### src/rtl/deit_csr_pkg.sv
// ----------------------------------------------------------------------------
// deit_csr_pkg
// Shared definitions for the DeiT accelerator CSR block: register word
// indices (byte offset >> 2), configuration field widths, AXI response codes
// and a byte-strobe expansion helper.
// ----------------------------------------------------------------------------
package deit_csr_pkg;

   localparam int AXIL_DATA_W = 32;
   localparam int AXIL_ADDR_W = 6;
   localparam int AXIL_STRB_W = AXIL_DATA_W / 8;

   // Word indices: addr[5:2] of the byte offsets 0x00..0x3C.
   localparam logic [3:0] CSR_CTRL     = 4'h0;  // 0x00
   localparam logic [3:0] CSR_STATUS   = 4'h1;  // 0x04
   localparam logic [3:0] CSR_M_DIM    = 4'h2;  // 0x08
   localparam logic [3:0] CSR_ACC_MODE = 4'h3;  // 0x0C
   localparam logic [3:0] CSR_MULT     = 4'h5;  // 0x14
   localparam logic [3:0] CSR_SHIFT    = 4'h6;  // 0x18
   localparam logic [3:0] CSR_ZP       = 4'h7;  // 0x1C
   localparam logic [3:0] CSR_BIAS     = 4'h8;  // 0x20
   localparam logic [3:0] CSR_OUT_EN   = 4'h9;  // 0x24
   localparam logic [3:0] CSR_VERSION  = 4'hF;  // 0x3C

   localparam int M_DIM_W = 16;
   localparam int MULT_W  = 16;
   localparam int SHIFT_W = 5;
   localparam int ZP_W    = 8;
   localparam int BIAS_W  = 32;

   localparam logic [1:0] RESP_OKAY   = 2'b00;
   localparam logic [1:0] RESP_SLVERR = 2'b10;

   // Expand a 4-bit byte strobe into a 32-bit bit mask.
   function automatic logic [AXIL_DATA_W-1:0] strb_to_mask(input logic [AXIL_STRB_W-1:0] strb);
      logic [AXIL_DATA_W-1:0] mask;
      mask = '0;
      for (int b = 0; b < AXIL_STRB_W; b++) begin
         mask[b*8 +: 8] = {8{strb[b]}};
      end
      return mask;
   endfunction

endpackage

### src/rtl/deit_axil_csr_slave_if.sv
// ----------------------------------------------------------------------------
// deit_axil_csr_slave_if
// AXI4-Lite bundle between the PS master and the CSR responder.
//   AW: awaddr, awvalid (M->S), awready (S->M)
//   W : wdata, wstrb, wvalid (M->S), wready (S->M)
//   B : bresp, bvalid (S->M), bready (M->S)
//   AR: araddr, arvalid (M->S), arready (S->M)
//   R : rdata, rresp, rvalid (S->M), rready (M->S)
// ----------------------------------------------------------------------------
interface deit_axil_csr_slave_if;
   import deit_csr_pkg::*;

   logic [AXIL_ADDR_W-1:0] awaddr;
   logic                   awvalid;
   logic                   awready;
   logic [AXIL_DATA_W-1:0] wdata;
   logic [AXIL_STRB_W-1:0] wstrb;
   logic                   wvalid;
   logic                   wready;
   logic [1:0]             bresp;
   logic                   bvalid;
   logic                   bready;
   logic [AXIL_ADDR_W-1:0] araddr;
   logic                   arvalid;
   logic                   arready;
   logic [AXIL_DATA_W-1:0] rdata;
   logic [1:0]             rresp;
   logic                   rvalid;
   logic                   rready;

   modport master (
      output awaddr, awvalid, wdata, wstrb, wvalid, bready, araddr, arvalid, rready,
      input  awready, wready, bresp, bvalid, arready, rdata, rresp, rvalid
   );

   modport slave (
      input  awaddr, awvalid, wdata, wstrb, wvalid, bready, araddr, arvalid, rready,
      output awready, wready, bresp, bvalid, arready, rdata, rresp, rvalid
   );

endinterface

### src/rtl/deit_axil_csr_slave.sv
// ----------------------------------------------------------------------------
// deit_axil_csr_slave
// AXI4-Lite responder for the DeiT accelerator control/status registers.
// Ports:
//   clk, rst_n        single clock, synchronous active-low reset
//   s_axi             AXI4-Lite slave modport (AW/W/B/AR/R channels)
//   core_busy_i       core running level
//   core_done_i       one-cycle done pulse, latched into sticky STATUS.done
//   start_pulse_o     one-cycle start to the scheduler
//   m_dim_o, acc_mode_o, ppu_mult_o, ppu_shift_o, ppu_zp_o, ppu_bias_o,
//   out_en_o          configuration fields driven straight from registers
// ----------------------------------------------------------------------------
module deit_axil_csr_slave
   import deit_csr_pkg::*;
#(
   parameter int          C_S_AXI_DATA_WIDTH = 32,
   parameter int          C_S_AXI_ADDR_WIDTH = 6,
   parameter logic [31:0] VERSION_ID         = 32'h0D31_0001
) (
   input  logic                 clk,
   input  logic                 rst_n,
   deit_axil_csr_slave_if.slave s_axi,
   input  logic                 core_busy_i,
   input  logic                 core_done_i,
   output logic                 start_pulse_o,
   output logic [M_DIM_W-1:0]   m_dim_o,
   output logic                 acc_mode_o,
   output logic [MULT_W-1:0]    ppu_mult_o,
   output logic [SHIFT_W-1:0]   ppu_shift_o,
   output logic [ZP_W-1:0]      ppu_zp_o,
   output logic [BIAS_W-1:0]    ppu_bias_o,
   output logic                 out_en_o
);

   // Holding registers keep only the word index; addr[1:0] is ignored.
   logic                            aw_held_q, aw_held_d;
   logic [C_S_AXI_ADDR_WIDTH-1:2]   awaddr_q,  awaddr_d;
   logic                            w_held_q,  w_held_d;
   logic [C_S_AXI_DATA_WIDTH-1:0]   wdata_q,   wdata_d;
   logic [AXIL_STRB_W-1:0]          wstrb_q,   wstrb_d;
   logic                            bvalid_q,  bvalid_d;
   logic [1:0]                      bresp_q,   bresp_d;
   logic                            rvalid_q,  rvalid_d;
   logic [1:0]                      rresp_q,   rresp_d;
   logic [C_S_AXI_DATA_WIDTH-1:0]   rdata_q,   rdata_d;

   logic                 start_q,  start_d;
   logic                 done_q,   done_d;
   logic [M_DIM_W-1:0]   m_dim_q,  m_dim_d;
   logic                 acc_q,    acc_d;
   logic [MULT_W-1:0]    mult_q,   mult_d;
   logic [SHIFT_W-1:0]   shift_q,  shift_d;
   logic [ZP_W-1:0]      zp_q,     zp_d;
   logic [BIAS_W-1:0]    bias_q,   bias_d;
   logic                 out_en_q, out_en_d;

   logic                          aw_hs, w_hs, ar_hs, commit, done_clr;
   logic [C_S_AXI_DATA_WIDTH-1:0] wr_mask, wr_bits, rd_word;
   logic [1:0]                    rd_resp;

   wire unused_addr_lsbs = &{1'b0, s_axi.awaddr[1:0], s_axi.araddr[1:0]};

   assign s_axi.awready = !aw_held_q && !bvalid_q;
   assign s_axi.wready  = !w_held_q  && !bvalid_q;
   assign s_axi.bvalid  = bvalid_q;
   assign s_axi.bresp   = bresp_q;
   assign s_axi.arready = !rvalid_q;
   assign s_axi.rvalid  = rvalid_q;
   assign s_axi.rresp   = rresp_q;
   assign s_axi.rdata   = rdata_q;

   assign aw_hs  = s_axi.awvalid && s_axi.awready;
   assign w_hs   = s_axi.wvalid  && s_axi.wready;
   assign ar_hs  = s_axi.arvalid && s_axi.arready;
   // Commit happens on the edge after both halves of the write are held.
   assign commit = aw_held_q && w_held_q;

   assign wr_mask = strb_to_mask(wstrb_q);
   assign wr_bits = wdata_q & wr_mask;

   // ---------------------------------------------------------------- write
   // NOTE: every variable gets a default before any branch, so no path
   // through this block leaves a value unassigned and no latch is inferred.
   always_comb begin
      aw_held_d = aw_held_q;
      awaddr_d  = awaddr_q;
      w_held_d  = w_held_q;
      wdata_d   = wdata_q;
      wstrb_d   = wstrb_q;
      bvalid_d  = bvalid_q;
      bresp_d   = bresp_q;
      start_d   = 1'b0;
      done_clr  = 1'b0;
      m_dim_d   = m_dim_q;
      acc_d     = acc_q;
      mult_d    = mult_q;
      shift_d   = shift_q;
      zp_d      = zp_q;
      bias_d    = bias_q;
      out_en_d  = out_en_q;

      if (aw_hs) begin
         aw_held_d = 1'b1;
         awaddr_d  = s_axi.awaddr[C_S_AXI_ADDR_WIDTH-1:2];
      end
      if (w_hs) begin
         w_held_d = 1'b1;
         wdata_d  = s_axi.wdata;
         wstrb_d  = s_axi.wstrb;
      end
      if (bvalid_q && s_axi.bready) begin
         bvalid_d = 1'b0;
      end

      if (commit) begin
         aw_held_d = 1'b0;
         w_held_d  = 1'b0;
         bvalid_d  = 1'b1;
         bresp_d   = RESP_OKAY;
         case (awaddr_q)
            CSR_CTRL: begin
               // A start request while the core runs is refused, not queued.
               if (wr_bits[0]) begin
                  if (core_busy_i) bresp_d = RESP_SLVERR;
                  else             start_d = 1'b1;
               end
            end
            CSR_STATUS:   done_clr = wr_bits[1];
            CSR_M_DIM:    m_dim_d  = (m_dim_q  & ~wr_mask[M_DIM_W-1:0]) | wr_bits[M_DIM_W-1:0];
            CSR_ACC_MODE: acc_d    = (acc_q    & ~wr_mask[0])           | wr_bits[0];
            CSR_MULT:     mult_d   = (mult_q   & ~wr_mask[MULT_W-1:0])  | wr_bits[MULT_W-1:0];
            CSR_SHIFT:    shift_d  = (shift_q  & ~wr_mask[SHIFT_W-1:0]) | wr_bits[SHIFT_W-1:0];
            CSR_ZP:       zp_d     = (zp_q     & ~wr_mask[ZP_W-1:0])    | wr_bits[ZP_W-1:0];
            CSR_BIAS:     bias_d   = (bias_q   & ~wr_mask)              | wr_bits;
            CSR_OUT_EN:   out_en_d = (out_en_q & ~wr_mask[0])           | wr_bits[0];
            default:      bresp_d  = RESP_SLVERR;  // unmapped or VERSION (RO)
         endcase
      end

      // A new done pulse outranks a same-cycle W1C.
      done_d = core_done_i || (done_q && !done_clr);
   end

   // ----------------------------------------------------------------- read
   always_comb begin
      rd_word = '0;
      rd_resp = RESP_OKAY;
      case (s_axi.araddr[C_S_AXI_ADDR_WIDTH-1:2])
         CSR_CTRL:     rd_word = '0;
         CSR_STATUS:   rd_word = {30'b0, done_q, core_busy_i};
         CSR_M_DIM:    rd_word = {16'b0, m_dim_q};
         CSR_ACC_MODE: rd_word = {31'b0, acc_q};
         CSR_MULT:     rd_word = {16'b0, mult_q};
         CSR_SHIFT:    rd_word = {27'b0, shift_q};
         CSR_ZP:       rd_word = {24'b0, zp_q};
         CSR_BIAS:     rd_word = bias_q;
         CSR_OUT_EN:   rd_word = {31'b0, out_en_q};
         CSR_VERSION:  rd_word = VERSION_ID;
         default:      rd_resp = RESP_SLVERR;
      endcase

      rvalid_d = rvalid_q;
      rresp_d  = rresp_q;
      rdata_d  = rdata_q;
      if (rvalid_q && s_axi.rready) begin
         rvalid_d = 1'b0;
      end
      if (ar_hs) begin
         rvalid_d = 1'b1;
         rresp_d  = rd_resp;
         rdata_d  = rd_word;
      end
   end

   // ------------------------------------------------------------ registers
   // NOTE: state updates use non-blocking assignments so every register
   // samples the pre-edge values, independent of statement order.
   always_ff @(posedge clk) begin
      // NOTE: reset is sampled on the clock edge; holds, valids and all
      // configuration fields are cleared together so nothing survives it.
      if (!rst_n) begin
         aw_held_q <= 1'b0;
         awaddr_q  <= '0;
         w_held_q  <= 1'b0;
         wdata_q   <= '0;
         wstrb_q   <= '0;
         bvalid_q  <= 1'b0;
         bresp_q   <= RESP_OKAY;
         rvalid_q  <= 1'b0;
         rresp_q   <= RESP_OKAY;
         rdata_q   <= '0;
         start_q   <= 1'b0;
         done_q    <= 1'b0;
         m_dim_q   <= '0;
         acc_q     <= 1'b0;
         mult_q    <= '0;
         shift_q   <= '0;
         zp_q      <= '0;
         bias_q    <= '0;
         out_en_q  <= 1'b0;
      end else begin
         aw_held_q <= aw_held_d;
         awaddr_q  <= awaddr_d;
         w_held_q  <= w_held_d;
         wdata_q   <= wdata_d;
         wstrb_q   <= wstrb_d;
         bvalid_q  <= bvalid_d;
         bresp_q   <= bresp_d;
         rvalid_q  <= rvalid_d;
         rresp_q   <= rresp_d;
         rdata_q   <= rdata_d;
         start_q   <= start_d;
         done_q    <= done_d;
         m_dim_q   <= m_dim_d;
         acc_q     <= acc_d;
         mult_q    <= mult_d;
         shift_q   <= shift_d;
         zp_q      <= zp_d;
         bias_q    <= bias_d;
         out_en_q  <= out_en_d;
      end
   end

   assign start_pulse_o = start_q;
   assign m_dim_o       = m_dim_q;
   assign acc_mode_o    = acc_q;
   assign ppu_mult_o    = mult_q;
   assign ppu_shift_o   = shift_q;
   assign ppu_zp_o      = zp_q;
   assign ppu_bias_o    = bias_q;
   assign out_en_o      = out_en_q;

endmodule

### src/flat_wrapper.sv
// flat-port wrapper written by rule: the top's interface ports become plain ports
module deit_axil_csr_slave_flat import deit_csr_pkg::*;
#(
   parameter int          C_S_AXI_DATA_WIDTH = 32,
   parameter int          C_S_AXI_ADDR_WIDTH = 6,
   parameter logic [31:0] VERSION_ID         = 32'h0D31_0001
)
  (clk, rst_n, core_busy_i, core_done_i, start_pulse_o, m_dim_o, acc_mode_o, ppu_mult_o, ppu_shift_o, ppu_zp_o, ppu_bias_o, out_en_o, s_axi_awaddr, s_axi_awvalid, s_axi_wdata, s_axi_wstrb, s_axi_wvalid, s_axi_bready, s_axi_araddr, s_axi_arvalid, s_axi_rready, s_axi_awready, s_axi_wready, s_axi_bresp, s_axi_bvalid, s_axi_arready, s_axi_rdata, s_axi_rresp, s_axi_rvalid);
  deit_axil_csr_slave_if s_axi_i ();
  input  logic clk;
  input  logic rst_n;
  input  logic core_busy_i;
  input  logic core_done_i;
  output logic start_pulse_o;
  output logic [M_DIM_W-1:0] m_dim_o;
  output logic acc_mode_o;
  output logic [MULT_W-1:0] ppu_mult_o;
  output logic [SHIFT_W-1:0] ppu_shift_o;
  output logic [ZP_W-1:0] ppu_zp_o;
  output logic [BIAS_W-1:0] ppu_bias_o;
  output logic out_en_o;
  input wire logic [$bits(s_axi_i.awaddr)-1:0] s_axi_awaddr;
  input wire logic [$bits(s_axi_i.awvalid)-1:0] s_axi_awvalid;
  input wire logic [$bits(s_axi_i.wdata)-1:0] s_axi_wdata;
  input wire logic [$bits(s_axi_i.wstrb)-1:0] s_axi_wstrb;
  input wire logic [$bits(s_axi_i.wvalid)-1:0] s_axi_wvalid;
  input wire logic [$bits(s_axi_i.bready)-1:0] s_axi_bready;
  input wire logic [$bits(s_axi_i.araddr)-1:0] s_axi_araddr;
  input wire logic [$bits(s_axi_i.arvalid)-1:0] s_axi_arvalid;
  input wire logic [$bits(s_axi_i.rready)-1:0] s_axi_rready;
  output wire logic [$bits(s_axi_i.awready)-1:0] s_axi_awready;
  output wire logic [$bits(s_axi_i.wready)-1:0] s_axi_wready;
  output wire logic [$bits(s_axi_i.bresp)-1:0] s_axi_bresp;
  output wire logic [$bits(s_axi_i.bvalid)-1:0] s_axi_bvalid;
  output wire logic [$bits(s_axi_i.arready)-1:0] s_axi_arready;
  output wire logic [$bits(s_axi_i.rdata)-1:0] s_axi_rdata;
  output wire logic [$bits(s_axi_i.rresp)-1:0] s_axi_rresp;
  output wire logic [$bits(s_axi_i.rvalid)-1:0] s_axi_rvalid;
  assign s_axi_i.awaddr = s_axi_awaddr;
  assign s_axi_i.awvalid = s_axi_awvalid;
  assign s_axi_i.wdata = s_axi_wdata;
  assign s_axi_i.wstrb = s_axi_wstrb;
  assign s_axi_i.wvalid = s_axi_wvalid;
  assign s_axi_i.bready = s_axi_bready;
  assign s_axi_i.araddr = s_axi_araddr;
  assign s_axi_i.arvalid = s_axi_arvalid;
  assign s_axi_i.rready = s_axi_rready;
  assign s_axi_awready = s_axi_i.awready;
  assign s_axi_wready = s_axi_i.wready;
  assign s_axi_bresp = s_axi_i.bresp;
  assign s_axi_bvalid = s_axi_i.bvalid;
  assign s_axi_arready = s_axi_i.arready;
  assign s_axi_rdata = s_axi_i.rdata;
  assign s_axi_rresp = s_axi_i.rresp;
  assign s_axi_rvalid = s_axi_i.rvalid;
  deit_axil_csr_slave #(.C_S_AXI_DATA_WIDTH(C_S_AXI_DATA_WIDTH), .C_S_AXI_ADDR_WIDTH(C_S_AXI_ADDR_WIDTH), .VERSION_ID(VERSION_ID)) u_core (.clk(clk), .rst_n(rst_n), .s_axi(s_axi_i), .core_busy_i(core_busy_i), .core_done_i(core_done_i), .start_pulse_o(start_pulse_o), .m_dim_o(m_dim_o), .acc_mode_o(acc_mode_o), .ppu_mult_o(ppu_mult_o), .ppu_shift_o(ppu_shift_o), .ppu_zp_o(ppu_zp_o), .ppu_bias_o(ppu_bias_o), .out_en_o(out_en_o));
endmodule
### config.mk
export PLATFORM = sky130hd
export DESIGN_NAME = deit_axil_csr_slave_flat
export DESIGN_NICKNAME = d
export VERILOG_FILES = /design/src/rtl/deit_csr_pkg.sv /design/src/rtl/deit_axil_csr_slave_if.sv /design/src/rtl/deit_axil_csr_slave.sv /design/src/flat_wrapper.sv
export SDC_FILE = /design/constraint.sdc
export NUM_CORES = 1
export LEC_CHECK = 0
export CAP_MARGIN = 20
export CORE_ASPECT_RATIO = 2
export CORE_MARGIN = 3
export CORE_UTILIZATION = 48
export CTS_CLUSTER_DIAMETER = 120
export DETAILED_ROUTE_END_ITERATION = 6
export PLACE_DENSITY = 0.77
export SYNTH_ARGS = -nofsm -noshare
export SYNTH_HDL_FRONTEND = slang
export SYNTH_SLANG_ARGS = --single-unit
### constraint.sdc
create_clock -name clk -period 1.8 [get_ports clk]
set_input_delay 0.36 -clock clk [delete_from_list [all_inputs] [get_ports clk]]
set_output_delay 0.36 -clock clk [all_outputs]
set_load 0.02 [all_outputs]
==> flow_summary.toml, run 1 <==
[detailed_routing]
dr.pass1.iters = 6
drt_iter0_drc = 395
vias = 5916
drc = 0
antenna_left = 0
wl_mm = 19.9
vias_per_cell = 5.69
wl_per_cell_um = 19.1

[place]
pre_cts_ws_ns = -0.522
dpl.hpwl_mm = 14.1
gp_congestion = 0.852
io_buffers = 171

[synthesis]
synth_largest_area_cell = "dfxtp_1"
synthXorXnorAreaFrac_pct = 0
synth_compound_area_share_pct = 13.8
synthTopCellsByArea = "dfxtp_1 (51%), mux2i_1 (11%), nand2_1 (7.2%), a21oi_1 (6.0%), nor2_1 (4.7%)"
yosys.area.top_type_share_pct = 50.6
synth-seq-cells = 159
synth_top_family_by_area = "simple AND/OR/NAND/NOR gates"
ys.flop_type = "dfxtp_1"
synth_area_sq_um = 6300
synth-simple-area-share_pct = 19.5
synthAdderAreaFrac_pct = 0
ys_seq_area_share_pct = 50.6
synth_area_per_cell_sq_um = 9.09
async_flop_share_pct = 0
synth.yosys.warnings = 0
synth.area.mux_share_pct = 11.0
synth_cells = 693
synth_edf_count = 0
synthDistinctLibCells = 52

[floorplanning]
initial_core_util_pct = 49.6
rows = 58
coreArea_sq_um = 12700
die_w_um = 87.0
die_area_sq_um = 14600
die_h_um = 168
num_io_pins = 178

[critical_path]
worstPathArrival_ns = 2.10
regToRegStartpoint = "u_core.awaddr_q[4]"
reg2reg_depth = 5
worstSetupPathType = "input pin to flop"
critPathRequiredTime_ns = 2.09
critPathLaunchType = "input pin"
critPathCaptureType = "flop"
worstPathMaxFanout = 11
r2r_slack_ns = 0.11

[min_path]
hold_class = "flop to flop"
min_delay_worst_endpoint = "u_core.s_axi.rdata[5]"
worstHoldStart = "u_core.s_axi.rdata[5]"
worstHoldPathCells = 2

[flow_run]
max_cap_violations = 0

[clock_network]
clkTransAtPathRegs_ns = 0.07
clock-sinks = 159
cts_tree = "yes"
clk_path_buf_depth = 2
htreeDepth = 4
clk_latency_ns = 0.42
cts_made_buffers = 17
root_buffer = "clkbuf_16"

[timing]
setup_violations = 1
holdWs_ns = 0.452
fin_worst_skew_ns = 0.0124
tightest_slew_ns = 0.624
fin_crit_sh_pct = 101
hold_viol = 0
fin_ws_ns = -0.0104
relSlewSlack_pct = 58.3
min_period_ns = 1.81
slew_viol_final = 0
fmax_mhz = 552

[global_route]
track_usage_pct = 26.7
grt_max_degree = 64
grt_pass1_wl_mm = 30.2
grt_overflow = 0
antenna_found_initial = 1
grt_pass1_vias = 5984

[power_and_ir_drop]
leakage_nw = 4.29
finalPower_mw = 7.72
vdd_ir_drop_max_mv = 0.712
p_per_area_nw_per_um2 = 859

[status]
violations = "negative setup slack"
status = "complete, but fails checks"

[finish]
drive_gt1_share_pct = 11.4
layout.nets = 934
nFillCells = 994
syn_to_final_growth_pct = 42.7
## worst max-delay path by stage
stage / from / endpoint / slack (ns)
2_1_floorplan: u_core.w_held_q / u_core.wdata_q[10] / 0.26
3_3_place_gp: s_axi_araddr[3] / u_core.s_axi.rdata[5] / -0.40
3_5_place_dp: s_axi_araddr[3] / u_core.s_axi.rdata[7] / -0.52
4_1_cts: flop / ppu_bias_o[6] / 0.0006
5_1_grt: s_axi_araddr[5] / u_core.s_axi.rdata[9] / -0.05
6_report: s_axi_araddr[5] / u_core.s_axi.rdata[20] / -0.01
## cell usage after synthesis, types with 3 or more instances
library cell / n
clkbuf_1: 25
nor2b_1: 4
a21oi_1: 76
inv_1: 6
nor2_1: 78
nand2_1: 121
nand3b_1: 5
a22oi_1: 3
o21a_1: 3
nand3_2: 4
nand2b_1: 4
dfxtp_1: 159
o21ai_0: 34
buf_6: 5
a21boi_0: 4
buf_2: 11
a211oi_1: 3
a222oi_1: 14
mux2i_1: 69
buf_4: 9
nand3_1: 15
and4b_1: 3
## worst max-delay path: stages
cell and delay [ns]:
clkdlybuf4s50_1 0.53, buf_4 0.20, a21boi_2 0.19, o22ai_2 0.10, o211ai_1 0.19, buf_4 0.15, buf_4 0.11, buf_6 0.15
o21ai_0 0.11
## per-stage QoR
stage / instance area, sq um / std cells / TNS [ns] / util [%]
2_1_floorplan: 6300 / 694 / 0 / -
3_3_place_gp: 8290 / 1004 / -10.82 / 65.3
3_5_place_dp: 8290 / 1004 / -14.62 / 65.3
4_1_cts: 8830 / 1035 / 0 / 69.5
5_1_grt: 8990 / 1040 / -0.416 / 70.8
6_report: 8990 / 1040 / -0.0104 / 70.8
## layout make-up
type / count / area, sq um / share of cell area [%]
well taps: 150 / 188 / 2.09
inverters: 6 / 25.0 / 0.278
clock buffers: 17 / 425 / 4.73
flip-flops and latches: 159 / 3180 / 35.4
clock inverters: 14 / 135 / 1.50
diodes: 1 / 2.50 / 0.0278
repair buffers: 217 / 2200 / 24.5
multi-input cells: 476 / 2820 / 31.4
## cell families after synthesis
logic type	Yosys count
AO/OA/AOI/OAI	147
buffers and inverters	59
flip-flops	159
multiplexers	69
other	1
AND/OR/NAND/NOR	258
## placed cells by master, fill, tap and decap left out, types with 4 or more instances in the layout
cell type          n
a21oi_1           76
a222oi_1          14
buf_12             6
buf_4             38
clkbuf_16         17
clkdlybuf4s50_1   99
clkinvlp_4         6
dfxtp_1          159
dlygate4sd2_1     28
dlymetal6s2s_1    43
inv_1              5
inv_6              4
mux2i_1           69
nand2_1          121
nand2b_1           4
nand3_1           15
nand3_2            4
nand3b_1           5
nor2_1            77
o21ai_0           31
o21ai_1            4
## where the power goes
| part | total [mW] | switching (mW) | internal [mW] |
|---|---|---|---|
| registers | 3.68 | 0.0894 | 3.59 |
| logic | 0.619 | 0.338 | 0.280 |
| clock network | 3.41 | 1.49 | 1.92 |
| total | 7.72 | 1.92 | 5.79 |
## per-layer routing
| layer | wire, um | track usage, % | part of all wire, % |
|---|---|---|---|
| met5 | 0 | 0 | 0 |
| met4 | 1240 | 16.9 | 6.2 |
| met3 | 1060 | 6.02 | 5.3 |
| met2 | 10800 | 48.4 | 54 |
| met1 | 6750 | 26.2 | 34 |
## what timing repair did
action	4_1_cts	5_1_grt
setup buffers	0	3
pin swaps	0	1
hold buffers	0	0
gates resized for setup	31	58
cloned	0	1
endpoints found under the setup margin	41	65
No activity file was read; power rests on OpenSTA's default activity.
==> run 2: changes to the inputs <==
==> constraint.sdc (replaced) <==
create_clock -name clk -period 1.8 [get_ports clk]
set_input_delay 0.54 -clock clk [delete_from_list [all_inputs] [get_ports clk]]
set_output_delay 0.54 -clock clk [all_outputs]
set_load 0.02 [all_outputs]
==> flow_summary.toml, run 2 (same netlist as run 1, synthesis figures left out) <==
[status]
status = "completed"

[clock_network]
htreeDepth = 4
root_buffer = "clkbuf_16"
clk_latency_ns = 0.42
cts_tree = "yes"
cts_made_buffers = 17
clock-sinks = 159
holdBufCountCts = 0
clkTransAtPathRegs_ns = 0.06
clk_path_buf_depth = 2

[timing]
fin_worst_skew_ns = 0.00780
rsz0062_at_grt = "false"
fin_crit_sh_pct = 96.9
hold_viol = 0
relSlewSlack_pct = 58.1
setup_violations = 0
tightest_slew_ns = 0.627
fmax_mhz = 573
slew_viol_final = 0
fin_ws_ns = 0.0549
min_period_ns = 1.75

[critical_path]
worstPathArrival_ns = 2.07
critPathCaptureType = "flop"
critPathLaunchType = "input pin"
critPathRequiredTime_ns = 2.13
cp_top_family = "buffers and inverters"
crit_chain = "dlygate4sd2_1 > buf_4 > buf_4 > nor3b_2 > o211ai_1 > buf_4 > buf_4 > buf_4 > o21ai_0"
worstPathMaxFanout = 9
r2r_slack_ns = 0.10
reg2reg_depth = 6
critPathBufInv = 6
slowest_delay_ns = 0.28
path_common_cell = "buf_4"
slowest_stage = "dlygate4sd2_1"
regToRegStartpoint = "u_core.awaddr_q[4]"
startpoint = "s_axi_araddr[4]"
worstSetupPathType = "input pin to flop"

[min_path]
min_delay_worst_endpoint = "u_core.s_axi.rdata[5]"
worstHoldPathCells = 2
worstHoldStart = "u_core.s_axi.rdata[5]"
hold_class = "flop to flop"

[finish]
drive_gt1_share_pct = 11.9
final_common_cell = "dfxtp_1"
syn_to_final_growth_pct = 41.0
final_cell_mix = "dfxtp_1 (158), nand2_1 (121), dlygate4sd2_1 (118)"
layout.nets = 941
nFillCells = 1001

[global_route]
grt_overflow = 0
grt_pass1_wl_mm = 31.8
track_usage_pct = 28.1
grt_pass1_vias = 6222
grt_max_degree = 88
antenna_found_initial = 2

[place]
gp_congestion = 0.878
dpl.hpwl_mm = 14.1
pre_cts_ws_ns = -0.678
io_buffers = 171

[detailed_routing]
vias_per_cell = 5.75
drt_iter0_drc = 451
dr.pass1.iters = 7
wl_mm = 20.2
vias = 6024
wl_per_cell_um = 19.3
antenna_left = 0
drc = 0

[floorplanning]
coreArea_sq_um = 12700
initial_core_util_pct = 49.6
die_area_sq_um = 14600
rows = 58
die_w_um = 87.0
die_h_um = 168
num_io_pins = 178

[power_and_ir_drop]
seqPwrFrac_pct = 46.2
power.switching_mw = 1.83
finalPower_mw = 7.97
p_int_mw = 6.14
comb_power_share_pct = 8.0
p_per_area_nw_per_um2 = 897
p_clk_share_pct = 45.8
p_sw_share_pct = 23.0
leakage_nw = 4.03
vdd_ir_drop_max_mv = 0.728

[flow_run]
max_cap_violations = 0
## run 2: cell count changes in the layout (fill, tap and decap cells not counted), moves of 5 or more
cell and change:
dlygate4sd2_1 +90, dlymetal6s2s_1 -42, clkdlybuf4s50_1 -51, clkinvlp_4 -5
## run 2: worst min-delay path, cell delays in order, from the launching register on
cell     delay, ns
dfxtp_1       0.32
nand2_1       0.04
o21ai_0       0.06
## run 2: worst max path at each step
stage / to / slack [ns] / cells after the start
after floorplan: u_core.s_axi.rdata[6] / 0.09 / 6
after global placement: u_core.s_axi.rdata[7] / -0.59 / 5
after detailed placement: u_core.s_axi.rdata[6] / -0.68 / 5
after CTS: u_core.s_axi.rdata[27] / 0.002 / 9
after global routing: m_dim_o[12] / 0.004 / 1
final: u_core.s_axi.rdata[27] / 0.05 / 9
## run 2: metal layers
metal / wire [um] / up-vias / GRT usage [%]
met2: 10900 / 310 / 49.8
met5: 0 / - / 0
met4: 1260 / 0 / 18.5
met1: 6770 / 2854 / 28.0
li1: - / 2770 / -
met3: 1240 / 90 / 6.66
## run 2: layout make-up
class                           count  area [sq um]  area share, %
Antenna cell                        2          5.00         0.0564
Clock buffer                       22           464           5.23
Clock inverter                      9           134           1.51
Inverter                            6          25.0          0.282
Multi-Input combinational cell    476          2830           31.9
Sequential cell                   159          3180           35.9
Tap cell                          150           188           2.11
Timing Repair Buffer              224          2050           23.1
## run 2: power groups by stage
stage                     Combinational [mW]  Sequential [mW]  Clock, mW
after floorplan                        0.342             3.73          0
after CTS                              0.636             3.68       3.67
after global routing                   0.686             3.69       3.82
final                                  0.638             3.68       3.65
after detailed placement               0.612             3.75          0
after global placement                 0.597             3.75          0
## run 2: timing repair
item	4_1_cts	5_1_grt
gates cloned	3	0
gates resized for setup	138	9
setup buffers	9	0
setup endpoints to repair	151	31
pin swaps	3	0
## run 2: per-stage QoR
| stage | cell area [sq um] | instances | utilization, % | hold slack (ns) | setup TNS (ns) |
|---|---|---|---|---|---|
| finish | 8880 | 1048 | 69.9 | 0.451 | 0 |
| global route | 8880 | 1048 | 69.9 | 0.475 | 0 |
| CTS | 8880 | 1046 | 69.9 | 0.455 | 0 |
| detailed placement | 8290 | 1003 | 65.3 | 0.443 | -39.35 |
| global placement | 8290 | 1003 | 65.3 | 0.434 | -33.87 |
| floorplan | 6300 | 694 | - | 0.436 | 0 |
==> run 3: changes to the inputs <==
SKIP_LAST_GASP = 1   (was default)
==> flow_summary.toml, run 3 (same netlist as run 1, synthesis figures left out) <==
[global_route]
grt_pass1_vias = 6222
antenna_found_initial = 2
track_usage_pct = 28.1
grt_max_degree = 88
grt_overflow = 0
grt_pass1_wl_mm = 31.8

[critical_path]
critPathLaunchType = "input pin"
worstPathMaxFanout = 9
critPathRequiredTime_ns = 2.13
worstPathArrival_ns = 2.08
critPathCaptureType = "flop"
worstSetupPathType = "input pin to flop"

[finish]
syn_to_final_growth_pct = 40.9
layout.nets = 941
final_cell_mix = "dfxtp_1 (159), nand2_1 (121), dlygate4sd2_1 (118)"
drive_gt1_share_pct = 11.7
final_common_cell = "dfxtp_1"
stdcell_area_sq_um = 8870
final_core_utilization_pct = 69.9
stdcell_count = 1048

[flow_run]
max_cap_violations = 0

[power_and_ir_drop]
finalPower_mw = 7.96
leakage_nw = 4.03
p_clk_share_pct = 45.8
seqPwrFrac_pct = 46.2
p_per_area_nw_per_um2 = 898
comb_power_share_pct = 8.0
vdd_ir_drop_max_mv = 0.729
p_sw_share_pct = 23.0
p_int_mw = 6.14
power.switching_mw = 1.83

[timing]
min_period_ns = 1.75
fin_crit_sh_pct = 97.3
slew_viol_final = 0
tightest_slew_ns = 0.625
setup_violations = 0
rsz0062_at_grt = "true"
relSlewSlack_pct = 58.2
hold_viol = 0
fin_worst_skew_ns = 0.00734
final.setup.tns_ns = 0
fin_ws_ns = 0.0491
holdWs_ns = 0.451
fmax_mhz = 571

[status]
violations = "design-rule violations"
status = "complete, but fails checks"

[clock_network]
clock-sinks = 159
htreeDepth = 4
clk_path_buf_depth = 2
clkTransAtPathRegs_ns = 0.06
cts_made_buffers = 17
cts_tree = "yes"
root_buffer = "clkbuf_16"
clk_latency_ns = 0.42

[detailed_routing]
vias_per_cell = 5.75
antenna_left = 0
vias = 6030
dr.pass1.iters = 7
drt_iter0_drc = 451
wl_per_cell_um = 19.3
wl_mm = 20.2
drc = 9

[place]
pre_cts_ws_ns = -0.678
placed_area_sq_um = 8290
gp_congestion = 0.878
io_buffers = 171
placedCellCount = 1003
dpl.hpwl_mm = 14.1

[floorplanning]
die_area_sq_um = 14600
die_w_um = 87.0
rows = 58
die_h_um = 168
num_io_pins = 178
coreArea_sq_um = 12700
initial_core_util_pct = 49.6

[min_path]
hold_class = "flop to flop"
## run 3: path summary, 6_finish.rpt
| path | to | start | cells past startpoint | slack, ns |
|---|---|---|---|---|
| worst max-delay path | u_core.s_axi.rdata[27] | s_axi_araddr[4] | 9 | 0.05 |
| worst min-delay path | u_core.s_axi.rdata[5] | u_core.s_axi.rdata[5] | 2 | 0.45 |
| worst max register to register | flop | u_core.awaddr_q[4] | 6 | 0.10 |
| worst min register to register | u_core.s_axi.rdata[5] | u_core.s_axi.rdata[5] | 2 | 0.45 |
## run 3: power groups by stage
stage / logic (mW) / clock network (mW) / registers, mW
final: 0.637 / 3.65 / 3.68
after global routing: 0.686 / 3.82 / 3.69
after CTS: 0.634 / 3.67 / 3.68
after detailed placement: 0.612 / 0 / 3.75
after global placement: 0.597 / 0 / 3.75
after floorplan: 0.342 / 0 / 3.73
## run 3: cell type report
type	instances	area, sq um
clock buffers	22	464
fillers	1003	3830
repair buffers	224	2050
multi-input cells	476	2830
flip-flops and latches	159	3180
well taps	150	188
inverters	6	25.0
diodes	2	5.00
clock inverters	9	134
## run 3: per-layer routing
metal | vias to the layer above | wire length (um) | track usage [%]
met5 | - | 0 | 0
met4 | 0 | 1270 | 18.5
met3 | 91 | 1280 | 6.66
met2 | 311 | 10900 | 49.8
met1 | 2857 | 6760 | 28.0
li1 | 2771 | - | -
## run 3: repair_timing
action | 4_1_cts | 5_1_grt
hold buffers | 0 | 0
setup endpoints to repair | 151 | 31
pin swaps | 3 | 0
gates cloned | 3 | 0
setup buffers | 9 | 0
hold endpoints to repair | 0 | 0
resized for setup | 135 | 9
## run 3: critical path, stage by stage
cell and delay, ns:
dlygate4sd2_1 0.28, buf_4 0.18, buf_4 0.17, nor3b_2 0.20, o211ai_1 0.10, buf_4 0.16, buf_4 0.13, buf_4 0.13
o21ai_0 0.18
